==> src/rtl/cr_kme_fifo_rd_packer.sv <==
// ---------------------------------------------------------------------------
// cr_kme_fifo_rd_packer: packs 32-bit FIFO words into 64-bit beats per packet.
// Rev 1.0 -- optional CR_KME_RD_PACKER_STATS_EN enables the pkt_count counter.
// ---------------------------------------------------------------------------
`default_nettype none
`timescale 1ns/1ps

module cr_kme_fifo_rd_packer (
  input  logic        clk,
  input  logic        rst,
  input  logic [33:0] fifo_out,
  input  logic        fifo_out_valid,
  output logic        fifo_out_ack,
  output logic [63:0] out_data,
  output logic [1:0]  out_keep,
  output logic        out_sop,
  output logic        out_eop,
  output logic        out_valid,
  input  logic        out_ready,
  output logic        proto_err,
  output logic [15:0] pkt_count
);

  typedef enum logic [1:0] {
    ST_IDLE = 2'd0,
    ST_EVEN = 2'd1,
    ST_ODD  = 2'd2
  } state_t;

  state_t      r_state;
  logic [31:0] r_lo_data;
  logic        r_lo_sop;

  logic        w_slot_free;
  logic        w_word_sop;
  logic        w_word_eop;
  logic [31:0] w_word;

  assign w_slot_free  = !out_valid || out_ready;
  assign fifo_out_ack = fifo_out_valid && w_slot_free && !rst;
  assign w_word_sop   = fifo_out[33];
  assign w_word_eop   = fifo_out[32];
  assign w_word       = fifo_out[31:0];

  always_ff @(posedge clk or posedge rst) begin
    if (rst) begin
      r_state   <= ST_IDLE;
      r_lo_data <= 32'h0;
      r_lo_sop  <= 1'b0;
      out_valid <= 1'b0;
      out_data  <= 64'h0;
      out_keep  <= 2'b00;
      out_sop   <= 1'b0;
      out_eop   <= 1'b0;
      proto_err <= 1'b0;
    end else begin
      // A load below overrides this clear, giving back-to-back beats.
      if (out_valid && out_ready)
        out_valid <= 1'b0;

      if (fifo_out_ack) begin
        case (r_state)
          ST_IDLE, ST_EVEN: begin
            // Framing errors are flagged but the word is still used as data.
            if ((r_state == ST_IDLE) && !w_word_sop)
              proto_err <= 1'b1;
            if ((r_state == ST_EVEN) && w_word_sop)
              proto_err <= 1'b1;
            if (w_word_eop) begin
              out_valid <= 1'b1;
              out_data  <= {32'h0, w_word};
              out_keep  <= 2'b01;
              out_sop   <= (r_state == ST_IDLE);
              out_eop   <= 1'b1;
              r_state   <= ST_IDLE;
            end else begin
              r_lo_data <= w_word;
              r_lo_sop  <= (r_state == ST_IDLE);
              r_state   <= ST_ODD;
            end
          end
          ST_ODD: begin
            if (w_word_sop)
              proto_err <= 1'b1;
            out_valid <= 1'b1;
            out_data  <= {w_word, r_lo_data};
            out_keep  <= 2'b11;
            out_sop   <= r_lo_sop;
            out_eop   <= w_word_eop;
            r_state   <= w_word_eop ? ST_IDLE : ST_EVEN;
          end
          default: begin
            r_state <= ST_IDLE;
          end
        endcase
      end
    end
  end

`ifdef CR_KME_RD_PACKER_STATS_EN
  logic [15:0] r_pkt_count;

  always_ff @(posedge clk or posedge rst) begin
    if (rst)
      r_pkt_count <= 16'h0000;
    else if (out_valid && out_ready && out_eop)
      r_pkt_count <= r_pkt_count + 16'd1;
  end

  assign pkt_count = r_pkt_count;
`else
  assign pkt_count = 16'h0000;
`endif

endmodule

`default_nettype wire
==> config.mk <==
export PLATFORM = sky130hd
export DESIGN_NAME = cr_kme_fifo_rd_packer
export DESIGN_NICKNAME = d
export VERILOG_FILES = /design/src/rtl/cr_kme_fifo_rd_packer.sv
export SDC_FILE = /design/constraint.sdc
export NUM_CORES = 1
export LEC_CHECK = 0
export ABC_AREA = 1
export CAP_MARGIN = 0
export CORE_MARGIN = 3
export CORE_UTILIZATION = 45
export CTS_CLUSTER_SIZE = 28
export DETAILED_ROUTE_END_ITERATION = 12
export PLACE_DENSITY = 0.74
export SLEW_MARGIN = 20
export SYNTH_ARGS = -nofsm -noshare
export SYNTH_HDL_FRONTEND = slang
export SYNTH_SLANG_ARGS = --single-unit
==> constraint.sdc <==
create_clock -name clk -period 3.35 [get_ports clk]
set_clock_uncertainty 0.2 [all_clocks]
set_input_delay 0.335 -clock clk [delete_from_list [all_inputs] [get_ports clk]]
set_output_delay 0.335 -clock clk [all_outputs]
set_load 0.1 [all_outputs]
==> run summary <==
## Drt
- residual antenna-violating net count after detailed routing: 0
- vias after detailed routing: 4031
- detailed-route vias per instance: 4.91
- initial detailed-routing violation count: 198
- mean routed wirelength per cell: 13.5 µm
- Pre-antenna DRT Iters: 4
- aggregate routed wire length: 11100 µm
- Remaining DRCs: 0

## Logic synthesis
- biggest area contributors in the synthesized netlist: sky130_fd_sc_hd__dfrtp_1 (57%), sky130_fd_sc_hd__nand2_1 (28%), sky130_fd_sc_hd__nand3_1 (7.1%), sky130_fd_sc_hd__buf_4 (3.1%), sky130_fd_sc_hd__buf_2 (1.7%)
- library cell with the highest instance count after synthesis: sky130_fd_sc_hd__nand2_1
- number of library cell types mapped by synthesis: 16
- Synth top cells by count: sky130_fd_sc_hd__nand2_1 (342), sky130_fd_sc_hd__dfrtp_1 (105), sky130_fd_sc_hd__nand3_1 (66)
- number of storage elements in the synthesis netlist: 105
- Async SR Flop Fraction: 1.00
- number of instances in the synthesized netlist: 589
- fraction of synthesized cell area taken by the top area cell type: 0.565
- sequential share of the synthesized area: 0.565
- average size of a mapped cell: 7.89 µm²
- Yosys warning total: 0
- top flip-flop cell by instance count after synthesis: sky130_fd_sc_hd__dfrtp_1
- number of enable flip-flop cells after synthesis: 0
- cell type with the highest aggregate area in the netlist: sky130_fd_sc_hd__dfrtp_1
- synthesized cell area: 4650 µm²

## Run status
- run status: complete, no violations

## GRT
- number of antenna violations at the first check in global routing: 0
- largest net degree at the start of global routing: 54
- grt ovf: 0
- GR Util All Layers: 0.197
- via count of the first global-routing pass: 3769
- wire length of the first global-routing pass: 18400 µm

## Floorplan
- Cell Rows: 36
- placeable core region: 9910 µm²
- effective utilization at floorplan: 0.469
- width of the chip: 108 µm
- die area: 11600 µm²
- Boundary Pins: 125
- Chip Height: 108 µm

## Worst setup path
- Critical Path Sink Type: output pin
- origin of the critical flop-to-flop path: r_state[1]
- setup slack of the most critical reg-to-reg path: 1.14 ns
- list of cells traversed by the critical path: clkdlybuf4s50_1
- WS Path Type: flop to output pin
- critical register-to-register path endpoint: out_data[13]
- critical path required time: 2.81 ns
- Critical path buffers and inverters: 1
- type of origin of the critical path: flop
- CP max stage cell: sky130_fd_sc_hd__clkdlybuf4s50_1
- family of cells with the greatest summed delay on the critical path: buffers and inverters
- length in cells of the worst reg-to-reg path: 6
- CP max stage delay: 1.16 ns
- Worst Path Max Fanout: 2
- Worst EP arrival: 1.93 ns

## Pwr
- Cell Int Power: 2.57 mW
- ratio of total power to cell area: 949 nW/µm²
- leakage dissipation: 3.16 nW
- worst vdd ir: 501 µV
- clock group share of total power: 0.130
- share of total power in sequential cells: 0.326
- switching power of the nets: 3.10 mW
- combinational share of power: 0.545
- switching share of power: 0.547

## Placement
- routability congestion estimate: 0.776
- worst slack at placement: 0.739 ns
- area of placed instances: 5790 µm²
- count of input and output buffers: 108
- DP HPWL: 7630 µm

## Clock network
- buffer cell driving the clock tree root: sky130_fd_sc_hd__clkbuf_8
- number of buffers inserted by post-CTS setup repair: 0
- hold buffer count at CTS: 0
- maximum number of buffers from clock root to sink: 2
- insertion delay to the later sink of the worst-skew pair: 0.36 ns
- # resized after CTS: 0
- Worst-path clk slew: 0.11 ns
- CTS tree: yes
- maximum level of the CTS H-tree: 3
- clock sink count: 105
- TritonCTS buffer count: 9

## Cells and area
- final cell area excluding filler cells: 5970 µm²
- number of nets in the final layout: 721
- diodes inserted: 0
- Area Overhead vs Synth: 28.5%
- Post-Route Utilization: 0.603
- layout cells sized above 1: 0.0494

## Timing
- shortest clock period the worst path allows after layout: 2.47 ns
- final-report setup violation count: 0
- max frequency: 405 MHz
- worst hold slack across all endpoints: 0.278 ns
- worst relative slew slack: 0.341
- final worst-path cycle share: 0.736
- count of final max-slew check failures: 0
- total negative slack: 0 ns
- final hold violations: 0
- Setup WS post-layout: 0.883 ns
- Worst Tran Pin Value: 0.985 ns
- RSZ-0062 raised after global routing: no

## Flow run
- number of maximum-capacitance constraint violations: 0

## Worst hold path
- worst hold stages: 2
- hold-critical path endpoint: out_keep[0]
- startpoint of the tightest hold check path: out_keep[0]
- kind of path behind the tightest hold check: flop to flop

[area by class of cell]
type,instances,area (µm²)
Fill cell,910,3940
Sequential cell,105,2630
Multi-Input combinational cell,441,1780
Timing Repair Buffer,117,1180
Tap cell,133,166
Clock buffer,9,124
Clock inverter,7,58.8
Inverter,9,36.3
[tightest hold or removal path: stages, from the launching register on]
cell	delay, ns
sky130_fd_sc_hd__dfrtp_1	0.36
sky130_fd_sc_hd__inv_1	0.04
sky130_fd_sc_hd__nand2_1	0.05
[metrics by stage]
stage | instances | power, mW
after detailed placement | 805 | 4.97
after global routing | 821 | 5.94
after CTS | 821 | 5.72
after floorplan | 604 | 4.23
after global placement | 805 | 4.93
final | 821 | 5.67
[per-layer routing]
metal,wire length [µm],track usage
met5,0,0
met4,102,0.0523
met3,615,0.0360
met2,5580,0.333
met1,4780,0.263
[placed cells by master (no fill, tap or decap), drive strengths merged]
| cell type | instances |
|---|---|
| buf | 10 |
| o21ai | 4 |
| conb | 16 |
| clkdlybuf4s50 | 107 |
| inv | 13 |
| clkinvlp | 1 |
| clkbuf | 9 |
| nand2 | 343 |
| dfrtp | 105 |
| nor2 | 11 |
| clkinv | 2 |
| nand3 | 66 |
| nand3b | 1 |
[power by group through the flow]
| stage | registers (mW) | logic (mW) | clock network, mW |
|---|---|---|---|
| after floorplan | 3.60 | 0.627 | 0 |
| after global placement | 1.86 | 3.07 | 0 |
| after detailed placement | 1.87 | 3.11 | 0 |
| after CTS | 1.84 | 3.11 | 0.759 |
| after global routing | 1.89 | 3.24 | 0.812 |
| final | 1.85 | 3.09 | 0.734 |
[worst max-delay path by stage]
| stage | from | end | slack, ns | cells after the start |
|---|---|---|---|---|
| 2_1_floorplan | rst | fifo_out_ack | 0.26 | 4 |
| 3_3_place_gp | fifo_out[32] | out_data[25] | 0.82 | 7 |
| 3_5_place_dp | fifo_out[32] | out_data[49] | 0.74 | 7 |
| 4_1_cts | out_data[29] | out_data[29] | 0.87 | 1 |
| 5_1_grt | out_data[29] | out_data[29] | 0.84 | 1 |
| 6_report | out_data[29] | out_data[29] | 0.88 | 1 |
[sequential cells by signal, summed over array words and instances (netlist names)]
| register | cells |
|---|---|
| out_sop | 1 |
| out_eop | 1 |
| out_valid | 1 |
| proto_err | 1 |
| r_lo_sop | 1 |
| out_data | 64 |
| r_state | 2 |
| r_lo_data | 32 |
| out_keep | 2 |
[logic make-up after synthesis]
| logic type | Yosys count | share of synthesized area |
|---|---|---|
| and+or+nand+nor | 421 | 0.361 |
| DFF | 105 | 0.565 |
| buffers and inverters | 58 | 0.0681 |
| AOI/OAI and AO/OA | 4 | 0.00431 |
| other | 1 | 0.000807 |
No activity file was read; power rests on OpenSTA's default activity.
